File: config.mk
export PLATFORM = sky130hd
export DESIGN_NAME = game_mem_arbiter
export DESIGN_NICKNAME = d
export VERILOG_FILES = /design/src/rtl/game_mem_pkg.sv /design/src/rtl/game_state_poller.sv /design/src/rtl/game_mem_arbiter.sv
export SDC_FILE = /design/constraint.sdc
export NUM_CORES = 1
export LEC_CHECK = 0
export BUFFER_PORTS_ARGS = -buffer_cell sky130_fd_sc_hd__buf_2
export CORE_MARGIN = 1
export CORE_UTILIZATION = 40
export CTS_CLUSTER_SIZE = 10
export DETAILED_ROUTE_END_ITERATION = 8
export PLACE_DENSITY = 0.76
export SLEW_MARGIN = 10
export SYNTH_ARGS = -nofsm -noshare
export SYNTH_HDL_FRONTEND = slang
export SYNTH_SLANG_ARGS = --single-unit
File: constraint.sdc
create_clock -name clk -period 1.65 [get_ports clk]
set_input_delay 0.0825 -clock clk [delete_from_list [all_inputs] [get_ports clk]]
set_output_delay 0.0825 -clock clk [all_outputs]
set_load 0.05 [all_outputs]
File: src/rtl/game_mem_pkg.sv
// Shared types and default addresses for the game-state memory arbiter and its poller.
package game_mem_pkg;

   typedef enum logic [1:0] {
      IDLE      = 2'd0,
      CPU_BUSY  = 2'd1,
      POLL_BUSY = 2'd2
   } arb_state_t;

   typedef enum logic [1:0] {
      POLL_P1 = 2'd0,
      POLL_P2 = 2'd1,
      POLL_D1 = 2'd2,
      POLL_D2 = 2'd3
   } poll_idx_t;

   typedef logic [1:0] lives_t;
   typedef logic [1:0] door_t;

   localparam logic [31:0] DEF_ADDR_P1_LIVES = 32'h0000_6000;
   localparam logic [31:0] DEF_ADDR_P2_LIVES = 32'h0000_7000;
   localparam logic [31:0] DEF_ADDR_DOOR_1   = 32'h0000_3000;
   localparam logic [31:0] DEF_ADDR_DOOR_2   = 32'h0000_4000;
   localparam int unsigned DEF_STARVE_MAX    = 8;

   function automatic poll_idx_t next_poll_idx(input poll_idx_t idx);
      return poll_idx_t'(idx + 2'd1);
   endfunction

endpackage

File: src/rtl/game_state_poller.sv
// Background poller: poll index, starvation counter, poll address select and shadow capture.
// Build option GAME_MEM_SNOOP_EN lets acknowledged CPU writes update the shadows directly.
module game_state_poller
   import game_mem_pkg::*;
#(
   parameter logic [31:0] ADDR_P1_LIVES = DEF_ADDR_P1_LIVES,
   parameter logic [31:0] ADDR_P2_LIVES = DEF_ADDR_P2_LIVES,
   parameter logic [31:0] ADDR_DOOR_1   = DEF_ADDR_DOOR_1,
   parameter logic [31:0] ADDR_DOOR_2   = DEF_ADDR_DOOR_2,
   parameter int unsigned STARVE_MAX    = DEF_STARVE_MAX
) (
   input  logic        clk,
   input  logic        reset_n,
   input  logic        poll_en,
   input  logic        poll_grant,
   input  logic        capture,
   input  logic [1:0]  mem_rd_lo,
   input  logic        snoop_wr,
   input  logic [31:0] snoop_addr,
   input  logic [1:0]  snoop_data,
   output logic [31:0] poll_addr,
   output logic        starved,
   output lives_t      p1_lives,
   output lives_t      p2_lives,
   output door_t       door_1,
   output door_t       door_2,
   output logic        state_valid,
   output logic        refresh_done
);

   localparam logic [7:0] STARVE_LIM = 8'(STARVE_MAX);

   poll_idx_t  idx;
   poll_idx_t  cap_idx;
   logic [7:0] starve_cnt;

   always_comb begin
      poll_addr = ADDR_P1_LIVES;
      unique case (idx)
         POLL_P1: poll_addr = ADDR_P1_LIVES;
         POLL_P2: poll_addr = ADDR_P2_LIVES;
         POLL_D1: poll_addr = ADDR_DOOR_1;
         POLL_D2: poll_addr = ADDR_DOOR_2;
      endcase
   end

   assign starved = (starve_cnt == STARVE_LIM);

`ifndef GAME_MEM_SNOOP_EN
   logic unused_snoop;
   assign unused_snoop = ^{snoop_wr, snoop_addr, snoop_data};
`endif

   // idx advances at issue so a back-to-back poll targets the next word;
   // cap_idx remembers which shadow the in-flight read belongs to.
   always_ff @(posedge clk or negedge reset_n) begin
      if (!reset_n) begin
         idx          <= POLL_P1;
         cap_idx      <= POLL_P1;
         starve_cnt   <= '0;
         p1_lives     <= 2'b11;
         p2_lives     <= 2'b11;
         door_1       <= 2'b00;
         door_2       <= 2'b00;
         state_valid  <= 1'b0;
         refresh_done <= 1'b0;
      end else begin
         refresh_done <= 1'b0;
         if (poll_grant) begin
            cap_idx <= idx;
            idx     <= next_poll_idx(idx);
         end
         if (!poll_en || poll_grant)
            starve_cnt <= '0;
         else if (starve_cnt != STARVE_LIM)
            starve_cnt <= starve_cnt + 8'd1;
         if (capture) begin
            unique case (cap_idx)
               POLL_P1: p1_lives <= mem_rd_lo;
               POLL_P2: p2_lives <= mem_rd_lo;
               POLL_D1: door_1   <= mem_rd_lo;
               POLL_D2: begin
                  door_2       <= mem_rd_lo;
                  refresh_done <= 1'b1;
                  state_valid  <= 1'b1;
               end
            endcase
         end
`ifdef GAME_MEM_SNOOP_EN
         // Never coincides with a poll capture: CPU and poll completions are exclusive.
         if (snoop_wr) begin
            if (snoop_addr == ADDR_P1_LIVES) p1_lives <= snoop_data;
            if (snoop_addr == ADDR_P2_LIVES) p2_lives <= snoop_data;
            if (snoop_addr == ADDR_DOOR_1)   door_1   <= snoop_data;
            if (snoop_addr == ADDR_DOOR_2)   door_2   <= snoop_data;
         end
`endif
      end
   end

endmodule

File: src/rtl/game_mem_arbiter.sv
// Shares the DataMemory port between the CPU (priority) and the game-state poller.
// Optional GAME_MEM_SNOOP_EN: acknowledged CPU writes to polled addresses update shadows at once.
module game_mem_arbiter
   import game_mem_pkg::*;
#(
   parameter logic [31:0] ADDR_P1_LIVES = DEF_ADDR_P1_LIVES,
   parameter logic [31:0] ADDR_P2_LIVES = DEF_ADDR_P2_LIVES,
   parameter logic [31:0] ADDR_DOOR_1   = DEF_ADDR_DOOR_1,
   parameter logic [31:0] ADDR_DOOR_2   = DEF_ADDR_DOOR_2,
   parameter int unsigned STARVE_MAX    = DEF_STARVE_MAX
) (
   input  logic        clk,
   input  logic        reset_n,
   input  logic        cpu_req,
   input  logic        cpu_we,
   input  logic [31:0] cpu_addr,
   input  logic [31:0] cpu_wdata,
   output logic [31:0] cpu_rdata,
   output logic        cpu_ack,
   output logic [31:0] mem_a,
   output logic [31:0] mem_wd,
   output logic        mem_we,
   input  logic [31:0] mem_rd,
   input  logic        poll_en,
   output lives_t      p1_lives,
   output lives_t      p2_lives,
   output door_t       door_1,
   output door_t       door_2,
   output logic        state_valid,
   output logic        refresh_done
);

   arb_state_t  state;
   arb_state_t  state_nx;
   logic        cpu_elig;
   logic        cpu_grant;
   logic        poll_grant;
   logic        starved;
   logic [31:0] poll_addr;
   logic [31:0] mem_a_q;
   logic [31:0] mem_wd_q;
   logic        we_q;

   // Grants are gated by reset_n so the memory port shows reset values immediately.
   always_comb begin
      cpu_elig   = cpu_req && (state != CPU_BUSY);
      poll_grant = reset_n && poll_en && (starved || !cpu_elig);
      cpu_grant  = reset_n && cpu_elig && !poll_grant;
      state_nx   = IDLE;
      mem_a      = mem_a_q;
      mem_wd     = mem_wd_q;
      mem_we     = 1'b0;
      if (cpu_grant) begin
         state_nx = CPU_BUSY;
         mem_a    = cpu_addr;
         mem_wd   = cpu_wdata;
         mem_we   = cpu_we;
      end else if (poll_grant) begin
         state_nx = POLL_BUSY;
         mem_a    = poll_addr;
      end
   end

   always_ff @(posedge clk or negedge reset_n) begin
      if (!reset_n) begin
         state    <= IDLE;
         mem_a_q  <= '0;
         mem_wd_q <= '0;
         we_q     <= 1'b0;
      end else begin
         state    <= state_nx;
         mem_a_q  <= mem_a;
         mem_wd_q <= mem_wd;
         if (cpu_grant)
            we_q <= cpu_we;
      end
   end

   assign cpu_ack   = (state == CPU_BUSY);
   assign cpu_rdata = (cpu_ack && !we_q) ? mem_rd : '0;

   game_state_poller #(
      .ADDR_P1_LIVES (ADDR_P1_LIVES),
      .ADDR_P2_LIVES (ADDR_P2_LIVES),
      .ADDR_DOOR_1   (ADDR_DOOR_1),
      .ADDR_DOOR_2   (ADDR_DOOR_2),
      .STARVE_MAX    (STARVE_MAX)
   ) u_poller (
      .clk          (clk),
      .reset_n      (reset_n),
      .poll_en      (poll_en),
      .poll_grant   (poll_grant),
      .capture      (state == POLL_BUSY),
      .mem_rd_lo    (mem_rd[1:0]),
      .snoop_wr     (cpu_ack && we_q),
      .snoop_addr   (mem_a_q),
      .snoop_data   (mem_wd_q[1:0]),
      .poll_addr    (poll_addr),
      .starved      (starved),
      .p1_lives     (p1_lives),
      .p2_lives     (p2_lives),
      .door_1       (door_1),
      .door_2       (door_2),
      .state_valid  (state_valid),
      .refresh_done (refresh_done)
   );

endmodule

==> impl_metrics.yaml <==
timing:
  final_max_slew_viol_count: 0
  hold_viol: 0
  fin_skew_ps: 8.89
  fmax_ghz: 0.427
  period_needed_ps: 2340
  tightest_slew_ps: 598
  setup_viol: 176
  fin_hold_ws_ps: 23.2
  slew_headroom: 0.601
  layout_setup_ws_ps: -691
  post-route-period-util: 1.42
  grt_setup_unrepaired: "true"
synthesis:
  synth_area_um2: 3970
  synth_compound_area_frac: 0.0480
  synthXorXnorAreaFrac: 0.0155
  ys_seq_area_frac: 0.563
  synth.mux.area_fraction: 0.169
  synth-simple-area-share: 0.155
  synth_area_leaders: "dfrtp_1, mux2_4, nand2_1"
  synthCells: 330
  synth_top_family_by_area: "multiplexers"
  yosys_most_used_dff: "dfrtp_1"
  synth_top_cell_area_share: 0.536
  synth_edf_count: 0
  syn-num-nets: 435
  synth-adder-area-share: 0.0126
  synthArstFlopShare: 1.00
  ys_ff_latch: 89
  synth.avg_cell_area_um2: 12.0
  synth_largest_area_cell: "dfrtp_1"
  yosysUniqueCellTypes: 33
  yosysWarnings: 0
power:
  leakagePower_nw: 3.80
  power-per-cell-area_nw_per_um2: 1130
  vdd_drop_max_mv: 0.800
cells_and_area:
  fin_cells: 782
  area_delta_synth_final_pct: 96.5
  fillerInstances: 469
  n_antenna_cell: 0
  final_common_cell: "buf_2"
  drive_above_1_share: 0.646
  stdcell_area_um2: 7790
  nets: 753
  layout_common_cells: "buf_2, buf_6, dfrtp_1"
grt:
  antenna_found_initial: 0
  grt_pass1_vias: 3930
  grt_pass1_wl_um: 20100
  overflow: 0
  grt_usage: 0.260
  grt_start_max_net_pins: 48
clock_network:
  cts_max_level: 3
  cts_tree: "built"
  cts_buffers: 9
  cts_buffer_depth: 2
  clkTransAtPathRegs_ps: 80
  clock_latency_ps: 350
  clock-sinks: 89
  root_buffer: "clkbuf_8"
route:
  wl_per_cell_um: 19.1
  drt_iter0_drc: 104
  first_pass_iters: 4
  vias_per_cell: 4.88
  antenna_left: 0
  routed_wl_um: 14900
  drc: 0
  dr_total_vias: 3819
worst_setup_path:
  r2r_end: "we_q"
  endpoint: "mem_wd[22]"
  ff2ff_path_depth: 9
  critPathMaxFanout: 8
  cp-start-kind: "flop"
  critPathKind: "reg2out"
  ff2ff_setup_slack_ps: -420
  cp_data_arrival_time_ps: 2260
  worstPathRequired_ps: 1570
  critical_path.startpoint: "u_poller.starve_cnt[7]"
  timing.rr.start: "u_poller.starve_cnt[7]"
  cp-end-kind: "primary output"
placement:
  dp_hpwl_um: 7250
  dp_cells: 697
  placed_area_um2: 5660
  place_congestion: 0.799
  portBuffers: 208
die:
  die_area_um2: 10300
  initial_utilization: 0.421
  rows: 35
  top_level_ports: 209
  fp.dieH_um: 102
  die_w_um: 102
  core-area_um2: 9420
status:
  status: "finished with violations"
  violations: "setup timing"
worst_hold_path:
  hold_path_class: "in2reg"
flow_run:
  cap_violations: 0
## flip-flops by register name, indices dropped and copies added (netlist names), 2 cells and up
name,cells
u_poller.p2_lives,2
mem_a_q,32
u_poller.starve_cnt,8
mem_wd_q,32
u_poller.cap_idx,2
u_poller.door_2,2
u_poller.door_1,2
u_poller.p1_lives,2
u_poller.idx,2
state,2
## repair_timing
| item | CTS | global route |
|---|---|---|
| hold endpoints to repair | 122 | 0 |
| setup endpoints to repair | 173 | 173 |
| pin swaps | 4 | 26 |
| hold buffers | 38 | 0 |
| gates cloned | 6 | 3 |
| buffers inserted | 5 | 23 |
| gates resized for setup | 293 | 62 |
## worst min path at each step
stage | end | slack (ps) | depth (start not counted) | start
global placement | u_poller.starve_cnt[7] | 220 | 2 | reset_n
CTS | mem_a_q[24] | 3 | 3 | cpu_addr[24]
floorplan | mem_a_q[0] | -210 | 0 | reset_n
finish | mem_a_q[24] | 20 | 3 | cpu_addr[24]
detailed placement | u_poller.starve_cnt[4] | 230 | 2 | reset_n
global route | mem_a_q[24] | 20 | 3 | cpu_addr[24]
## metrics by stage
step,TNS (ps),worst slack [ps],power (W),utilization
after floorplan,-31580,-385,0.00529,-
after detailed placement,-26340,-290,0.00615,0.601
final,-58230,-691,0.00878,0.827
after global routing,-66630,-740,0.00912,0.827
after global placement,-21390,-256,0.00608,0.601
after CTS,-51130,-664,0.00844,0.779
## critical path, cell delays in order (launching register included)
cell       delay, ps
dfrtp_1          430
nor4b_4          340
nand3_4          140
o21ai_4          190
buf_12           140
clkbuf_16        170
mux2_4           340
buf_8            160
## logic make-up after synthesis
group / Yosys count
AO/OA/AOI/OAI: 32
multiplexers: 51
flip-flops: 89
adder cells (fa/ha/maj): 4
AND/OR/NAND/NOR: 121
buffers and inverters: 26
XOR/XNOR: 7
## Yosys cell counts, types with 3 or more instances
cell,count
a21oi_1,29
and2_1,32
buf_2,6
buf_8,3
clkbuf_1,7
dfrtp_1,85
dfstp_2,4
ha_1,4
inv_1,8
mux2_2,13
mux2_4,28
mux2i_1,8
nand2_1,60
nand2b_1,3
nand3_1,6
nor2_1,4
nor3_1,7
xnor2_1,3
xor2_1,4
## layout make-up
type,instances,area [um^2],area share
flip-flops and latches,89,2230,0.287
repair buffers,324,3120,0.400
well taps,129,161,0.0207
multi-input cells,215,2030,0.261
inverters,9,33.8,0.00434
clock inverters,5,62.6,0.00803
clock buffers,11,151,0.0194
## layer usage
metal / vias up / track usage / wire [um]
met2: 188 / 0.477 / 7920
met3: 56 / 0.0566 / 1010
met4: 0 / 0.110 / 656
met1: 1854 / 0.290 / 5330
li1: 1721 / - / -
met5: - / 0 / 0
## power breakdown
part           switching [W]  internal [W]
sequential          0.000223       0.00265
combinational        0.00252       0.00180
clock               0.000799      0.000792
total                0.00354       0.00524
(Power assumes the default switching activity.)
